File: src/rtl/mux_4to1.sv
// 4:1 data selector with optional output register.
// Also tracks the select code and flags when it changes.
module mux_4to1 #(
  parameter int WIDTH   = 1,
  parameter bit REG_OUT = 1
) (
  input  logic             clk,
  input  logic             rst,
  input  logic [WIDTH-1:0] a,
  input  logic [WIDTH-1:0] b,
  input  logic [WIDTH-1:0] c,
  input  logic [WIDTH-1:0] d,
  input  logic [1:0]       sel,
  output logic [WIDTH-1:0] mout,
  output logic [1:0]       sel_q,
  output logic             sel_chg
);

  logic [WIDTH-1:0] mux;

  // Unknown select propagates as X rather than falling back to a.
  always_comb begin
    mux = 'x;
    case (sel)
      2'b00:   mux = a;
      2'b01:   mux = b;
      2'b10:   mux = c;
      2'b11:   mux = d;
      default: mux = 'x;
    endcase
  end

  always_ff @(posedge clk or posedge rst) begin
    if (rst) begin
      sel_q   <= 2'b00;
      sel_chg <= 1'b0;
    end else begin
      sel_q   <= sel;
      sel_chg <= (sel != sel_q);
    end
  end

  if (REG_OUT) begin : g_reg
    logic [WIDTH-1:0] mout_q;

    always_ff @(posedge clk or posedge rst) begin
      if (rst) mout_q <= '0;
      else     mout_q <= mux;
    end

    assign mout = mout_q;
  end else begin : g_comb
    assign mout = mux;
  end

endmodule

File: config.mk
export PLATFORM = sky130hd
export DESIGN_NAME = mux_4to1
export DESIGN_NICKNAME = d
export VERILOG_FILES = /design/src/rtl/mux_4to1.sv
export SDC_FILE = /design/constraint.sdc
export NUM_CORES = 1
export LEC_CHECK = 0
export ABC_AREA = 1
export CAP_MARGIN = 20
export CORE_AREA = 8 8 45 47
export CTS_CLUSTER_DIAMETER = 150
export DETAILED_ROUTE_END_ITERATION = 8
export DIE_AREA = 0 0 53 55
export RECOVER_POWER = 25
export SLEW_MARGIN = 20
export SYNTH_ARGS = -nofsm -noshare
export SYNTH_HDL_FRONTEND = slang
export SYNTH_SLANG_ARGS = --single-unit
File: constraint.sdc
create_clock -name clk -period 2 [get_ports clk]
set_input_delay 0.4 -clock clk [delete_from_list [all_inputs] [get_ports clk]]
set_output_delay 0.4 -clock clk [all_outputs]
set_load 0.01 [all_outputs]
; Word level (Yosys, flattened, before mapping)
; Cells that the tools add are included.
[word_totals]
elab_cells = 9
output_inout_bits = 4
in_bits = 8
ff_bits = 4
[classes]
eq_ne = 4
mux = 1
n_reduce_logical = 1
[ops]
columns = op, count
row1 = 2-bit == test (second input constant), 2
row2 = 1-bit case mux with 4 select lines, 1
row3 = 2-bit by 1-bit == test with 1-bit output (second input constant), 1
row4 = 2-bit logical NOT, 1
row5 = 2-bit != test, 1

; Depth between registers and ports, before layout
; Gate-level depths: netlist (run 1).
[depth]
ltp_word = 2
depth_mapped = 4
ltp_nobuf = 4

; Least setup slack after synthesis (run 1)
; No wires, ideal clock.
[synth_timing]
path_kind = register to output
from = register sel_q[0]
to = output sel_q[0]
arrival_time_ps = 394
path_slack_ps = 1206
n_path_buf = 0
required_time_ps = 1600
stages_incl_launch_ff = 1
path_cell_list = dfrtp_1
[synth_rtl]
columns = item, line_no
row1 = start: declaration, 15  ; output logic [1:0] sel_q,
row2 = start signal: assignment, 38  ; sel_q <= sel;
; No word-level cell between the ends.

; Worst setup path after layout (run 1)
[layout_timing]
from = register sel_q[1]
to = output sel_q[1]
; No word-level cell between the ends.

==> metrics, run 1 <==
TNS Setup=0 ns; Slew headroom=about 87%; final net count=45; Synth cell types=7; Detail Route Antenna Nets=0; CTS root buf=clkbuf_4; Synth top area share=between 50% and 60%; power density over the cells=700 nW/um2; outcome=complete, no violations; core area=around 1400 um2; period utilization=76.7%; Top Ports=12; fmax=652 MHz; via count=168; worst clock skew=just under 0.004 ns; DR WL/cell=roughly 8.1 um; vias per cell=3.29; Worst-path clk slew=around 0.040 ns; Ant. Diodes=0; largest net degree at the start of global routing=6; Die W=53 um; post-synthesis net count=29; unrepaired setup endpoints after global routing=false; initial core utilization=12.7%; Setup Crit Path Kind=flop to output port; register area share after synthesis=between 50% and 60%; drt drc=0; worst path buffer plus inverter count=1; Post-CTS Hold Buffers=0; drt first pass iters=2; area leader, netlist=dfrtp_1; Final min period=1.53 ns; ys flop type=dfrtp_1; total track usage=3.94%; crit-path max cell delay=0.54 ns; CP required=1.60 ns; initial antenna violation count=0; Worst Setup Start Kind=flop; setup repair bufs after CTS=0; final setup vio count=0; post-CTS sizing=0; cell family with most CP delay=buffers and inverters; most common cell in the synthesized netlist=nand2_1; Async SR Flop Fraction=100%; total die area=between 2000 and 3000 um2; row cnt=14; Tightest Pin Transition=0.195 ns; Hold WC Path Type=input port to async pin; htree depth=1; slowest CP cell=clkdlybuf4s50_1; Layout area overhead=86.5%; first-pass GRT wire length=690 um; total grt overflow=0; Post-Syn Area=176 um2; flops & latches, synth=4; Num CTS Buffers=3; Finished Layout Cells=51; MaxCap Viol Count=0; Max VDD drop=146 uV; Max Slew Vio Count=0; worst hold slack=0.484 ns; Post-Synthesis Mean Instance Area=8.40 um2; Hold Vio Cnt, Final=0; largest cells by area after synthesis=dfrtp_1, nand2_1, xnor2_1; Die Y=55 um; top cells by count, synth=nand2_1, dfrtp_1, inv_1; Cells after DPL=48; Yosys warnings=0; Critical Path End Type=output port; number of synthesized flops with an enable pin=0; crit-path max FO=2; Mapped Cells=21; CTS tree=built; clk_lat worst skew=around 0.23 ns; CP arrival=1.13 ns; Final GP Congestion=0.622; layout cells sized above 1=roughly 14%; LEAKAGE=0.154 nW; clock tree sinks=4; fillers=148; Port-buffer cells=11; cells along the critical path=clkdlybuf4s50_1; vias in the first global route=168; clk buf depth=2; final WL=a little over 400 um; First DRT Iteration DRCs=3
==> power by group <==
group          total [W]  internal (W)  switching, W
Clock          0.0000968     0.0000669     0.0000299
Sequential     0.0000899     0.0000875    0.00000239
Combinational  0.0000438     0.0000276     0.0000162
Total           0.000230      0.000182     0.0000485
==> final timing paths <==
kind                          start       end  slack, ns  cells past startpoint
min in group clk           sel_q[0]   sel_chg       0.51                      2
min                             rst      mout       0.48                      2
max                        sel_q[1]  sel_q[1]       0.47                      1
min reg2reg                sel_q[0]   sel_chg       0.51                      2
max in group asynchronous       rst   sel_chg       1.37                      2
max reg2reg                sel_q[1]   sel_chg       1.30                      2
==> per-layer routing <==
metal	track usage [%]	part of all wire, %	vias to the layer above
met3	2.14	15	4
met1	3.67	45	63
li1	-	-	87
met5	0	0	-
met4	9.05	9.2	0
met2	3.71	31	14
==> cells by family after synthesis <==
logic type,count (synthesis),synth area share [%]
buffers and inverters,7,14.9
AND/OR/NAND/NOR,8,18.4
XOR/XNOR,2,9.93
flip-flops,4,56.7
==> cell type report <==
cell class / count / area [um2] / area share [%]
clock buffers: 3 / 22.5 / 6.84
inverters: 7 / 26.3 / 7.98
multi-input cells: 10 / 50.0 / 15.2
flip-flops and latches: 4 / 100 / 30.4
well taps: 16 / 20.0 / 6.08
repair buffers: 11 / 110 / 33.5
==> flip-flops by register name (all words and copies together) (netlist names) <==
name / flops
mout: 1
sel_chg: 1
sel_q: 2
==> cells in the final DEF, fill, tap and decap left out <==
cell type / Yosys / final
xnor2_1: 2 / 2
inv_1: 3 / 3
nand2_1: 6 / 6
inv_2: 2 / 2
clkdlybuf4s50_1: 0 / 10
dlygate4sd3_1: 0 / 1
clkinv_1: 2 / 2
dfrtp_1: 4 / 4
clkbuf_4: 0 / 3
nand3_1: 2 / 2
==> per-stage QoR <==
| step | cell area, um2 | util (%) | total power, W | worst slack (ns) |
|---|---|---|---|---|
| floorplan | 176 | - | 0.000106 | 1.21 |
| global route | 329 | 23.8 | 0.000247 | 0.410 |
| detailed placement | 307 | 22.2 | 0.000136 | 0.692 |
| finish | 329 | 23.8 | 0.000230 | 0.466 |
| global placement | 307 | 22.2 | 0.000135 | 0.709 |
| CTS | 329 | 23.8 | 0.000239 | 0.448 |
Note: power is estimated with default switching activity, not from simulation.
==> run 2: changes to the inputs <==
==> constraint.sdc (replaced) <==
create_clock -name clk -period 1.5 [get_ports clk]
set_input_delay 0.3 -clock clk [delete_from_list [all_inputs] [get_ports clk]]
set_output_delay 0.3 -clock clk [all_outputs]
set_load 0.01 [all_outputs]
==> run 2 against run 1 <==
Compared with the run above: wire length increased by 0.96%; final cell count unchanged; first-iteration DRC count decreased by 100%; via count unchanged; critical path type unchanged.
==> metrics, run 2 (synthesized netlist as in run 1, its figures left out) <==
Port-buffer cells=11; Worst Setup Start Kind=flop; LEAKAGE=0.154 nW; Top reg by flops=sel_q; Tightest Pin Transition=about 0.18 ns; clock tree sinks=4; max reg flops=2; final core occ=23.8%; drt first pass iters=1; TNS Setup=0 ns; worst clock skew=0.00142 ns; worst path buffer plus inverter count=1; Top Ports=12; clk_lat worst skew=~0.23 ns; Setup Crit Path Kind=flop to output port; reg-to-reg slack, setup=0.79 ns; CP required=1.20 ns; unrepaired setup endpoints after global routing=false; Critical Path End Type=output port; DR WL/cell=8.22 um; Final min period=1.43 ns; DP HPWL=355 um; CTS tree=built; Die Y=55 um; Post-CTS Hold Buffers=0; final WL=419 um; row cnt=14; Ant. Diodes=0; Layout area overhead=86.5%; R2R depth=2; commonest non-fill, non-tap cell in the layout=clkdlybuf4s50_1; power density over the cells=just over 900 nW/um2; htree depth=1; r2r startpoint=sel_q[1]; Detail Route Antenna Nets=0; core area=around 1400 um2; Final GP Congestion=between 0.6 and 0.7; Worst-path clk slew=0.04 ns; vias in the first global route=around 190; total power=0.000308 W; fmax=698 MHz; final instance area=329 um2; via count=roughly 170; drt drc=0; total die area=2920 um2; CTS root buf=clkbuf_4; slowest CP cell=clkdlybuf4s50_1; clk buf depth=2; MaxCap Viol Count=0; Num CTS Buffers=3; crit-path max cell delay=about 0.54 ns; crit-path max FO=2; initial antenna violation count=0; final setup vio count=0; R2R Path End=sel_chg; Max VDD drop=186 uV; period utilization=95.5%; first-pass GRT wire length=779 um; CP arrival=roughly 1.1 ns; total grt overflow=0; largest net degree at the start of global routing=6; cell family with most CP delay=buffers and inverters; Hold Vio Cnt, Final=0; final net count=between 40 and 50; total track usage=4.17%; setup repair bufs after CTS=0; outcome=complete, no violations; layout cells sized above 1=14.3%; post-CTS sizing=0; Max Slew Vio Count=0; First DRT Iteration DRCs=0; vias per cell=~3.3; Placement Cell Area=307 um2; Die W=53 um; initial core utilization=12.7%; most frequent cells in the layout=clkdlybuf4s50_1, nand2_1, dfrtp_1; Hold WC Path Type=input port to async pin; cells along the critical path=clkdlybuf4s50_1; Slew headroom=87.8%
==> run 2: cell counts in the layout (fill, tap and decap cells not counted) <==
Identical to the previous run, type by type.
==> run 2: through the flow <==
step,hold slack (ns),std cells,worst slack (ns)
after floorplan,0.0661,21,0.788
after global placement,0.494,48,0.309
after detailed placement,0.501,48,0.291
after CTS,0.250,51,0.0513
after global routing,0.419,51,0.00654
final,0.391,51,0.0668
==> run 2: metal layers <==
layer | GRT usage, % | vias to the layer above | part of all wire, %
met3 | 1.34 | 2 | 13
met4 | 9.05 | 0 | 4.5
met5 | 0 | - | 0
met1 | 3.99 | 68 | 45
met2 | 4.69 | 12 | 37
li1 | - | 86 | -
==> run 2: worst reg2reg max path, cell delays in order (launching register included) <==
cell     delay (ns)
dfrtp_1        0.38
xnor2_1        0.15
nand2_1        0.06
==> run 2: final cells by class <==
type / instances / area [um2]
fill: 158 / 1050
timing repair buffer: 11 / 110
sequential: 4 / 100
multi-input combinational: 10 / 50.0
inverter: 7 / 26.3
clock buffer: 3 / 22.5
tap: 16 / 20.0
==> run 2: worst max-delay path by stage <==
stage | startpoint | end | slack (ns) | cells after the start
floorplan | sel_q[0] | sel_chg | 0.79 | 2
global placement | sel_q[1] | sel_q[1] | 0.31 | 1
detailed placement | sel[0] | mout | 0.29 | 5
CTS | sel_q[1] | sel_q[1] | 0.05 | 1
global route | sel_q[0] | sel_q[0] | 0.007 | 1
finish | sel_q[1] | sel_q[1] | 0.07 | 1
==> run 2: report_power, final <==
part | switching, W | internal [W] | leakage (nW)
combinational | 0.0000219 | 0.0000368 | 0.0944
sequential | 0.00000325 | 0.000117 | 0.0453
clock | 0.0000401 | 0.0000892 | 0.0138
total | 0.0000652 | 0.000243 | 0.154
==> run 3: changes to the inputs <==
--- a/config.mk
+++ b/config.mk
@@ -11,6 +11,7 @@
 export CTS_CLUSTER_DIAMETER = 150
 export DETAILED_ROUTE_END_ITERATION = 8
 export DIE_AREA = 0 0 53 55
+export DONT_BUFFER_PORTS = 1
 export RECOVER_POWER = 25
 export SLEW_MARGIN = 20
 export SYNTH_ARGS = -nofsm -noshare
==> run 3 against run 2 <==
Compared with the run above: register-to-register slack worse by 0.04 ns; power down 11%; sequential share of layout area rose by 13 points; utilization is 7.2 points lower; worst setup slack improved by 0.49 ns; clock power barely moved; clock skew fell by 0.0010 ns; combinational power shrank 66%; die area is the same; critical path depth decreased by 1; final cell count down 20%; critical path type unchanged; critical endpoint unchanged; highest routed layer unchanged.
==> metrics, run 3 (synthesized netlist as in run 1, its figures left out) <==
Place WS=0.734 ns; CP required=1.20 ns; DR WL/cell=between 10 and 15 um; TNS Setup=0 ns; Final GP Congestion=0.581; commonest non-fill, non-tap cell in the layout=nand2_1; worst clock skew=0.000428 ns; clk buf depth=2; min setup slack post-route=0.554 ns; Hold Vio Cnt, Final=0; CTS tree=built; vias per cell=3.37; Detail Route Antenna Nets=0; CP arrival=0.65 ns; DP HPWL=slightly below 400 um; final WL=about 450 um; first-pass GRT wire length=approximately 830 um; drt first pass iters=1; crit-path max FO=2; First DRT Iteration DRCs=0; period utilization=63.1%; Tightest Pin Transition=~0.16 ns; max reg flops=2; setup repair bufs after CTS=0; MaxCap Viol Count=0; final setup vio count=0; row cnt=14; Finished Layout Cells=41; largest net degree at the start of global routing=6; unrepaired setup endpoints after global routing=false; via count=138; Ant. Diodes=0; Hold WC Path Type=input port to flop; vias in the first global route=189; Num CTS Buffers=3; final net count=35; Die W=between 50 and 60 um; Layout area overhead=29.8%; Max Slew Vio Count=0; Critical Path End Type=output port; Slew headroom=89.3%; Worst Setup Start Kind=flop; Worst-path clk slew=0.03 ns; Max VDD drop=133 uV; Final min period=0.946 ns; core area=1380 um2; Cells after DPL=37; Top Ports=12; layout cells sized above 1=20.0%; drt drc=0; CTS root buf=clkbuf_4; htree depth=1; Setup Crit Path Kind=flop to output port; outcome=complete, no violations; Port-buffer cells=0; total die area=2920 um2; LEAKAGE=between 0.1 and 0.15 nW; total track usage=4.55%; clock tree sinks=4; initial antenna violation count=0; power density over the cells=1190 nW/um2; initial core utilization=about an eighth; total grt overflow=0; most frequent cells in the layout=nand2_1, dfrtp_1, inv_1, clkbuf_4; fmax=1060 MHz; clk_lat worst skew=approximately 0.23 ns; Top reg by flops=sel_q; post-CTS sizing=0; Die Y=55 um
[run 3: cell types whose count changed in the layout (fill, tap and decap cells not counted), sizes merged]
cell / delta
clkdlybuf4s50: -10
[run 3: final timing paths]
kind | startpoint | end | slack (ns) | cells past startpoint
max | sel_q[1] | sel_q[1] | 0.55 | 0
min | sel[1] | sel_q[1] | 0.1 | 0
max reg2reg | sel_q[1] | sel_chg | 0.75 | 2
min reg2reg | sel_q[0] | sel_chg | 0.57 | 2
max in group asynchronous | rst | sel_chg | 0.95 | 2
min in group asynchronous | rst | sel_q[1] | 0.40 | 2
[run 3: area by class of cell]
| type | instances | area, um2 |
|---|---|---|
| Tap cell | 16 | 20.0 |
| Sequential cell | 4 | 100 |
| Timing Repair Buffer | 1 | 10.0 |
| Inverter | 7 | 26.3 |
| Multi-Input combinational cell | 10 | 50.0 |
| Fill cell | 162 | 1150 |
| Clock buffer | 3 | 22.5 |
[run 3: where the power goes]
group / internal [W] / switching [W] / leakage (nW)
clock: 0.0000892 / 0.0000389 / 0.0138
combinational: 0.0000104 / 0.00000956 / 0.0550
sequential: 0.000117 / 0.00000880 / 0.0453
total: 0.000216 / 0.0000573 / 0.114
[run 3: what timing repair did]
item | CTS | global route
endpoints found under the hold margin | 4 | 0
hold buffers | 1 | 0
setup endpoints to repair | 0 | 0
[run 3: per-stage QoR]
step	area [um2]	total power, W	utilization [%]	hold WS (ns)
CTS	229	0.000285	16.5	0.0865
finish	229	0.000274	16.5	0.0984
floorplan	176	0.000141	-	0.0661
global placement	196	0.000145	14.2	0.0798
detailed placement	196	0.000146	14.2	0.0858
global route	229	0.000303	16.5	0.0751
[run 3: per-layer routing]
metal / up-vias / share of wire [%] / GRT usage [%]
met5: - / 0 / 0
met4: 0 / 6.0 / 9.05
met3: 2 / 20 / 3.21
met2: 12 / 36 / 4.30
met1: 56 / 37 / 4.28
li1: 68 / - / -
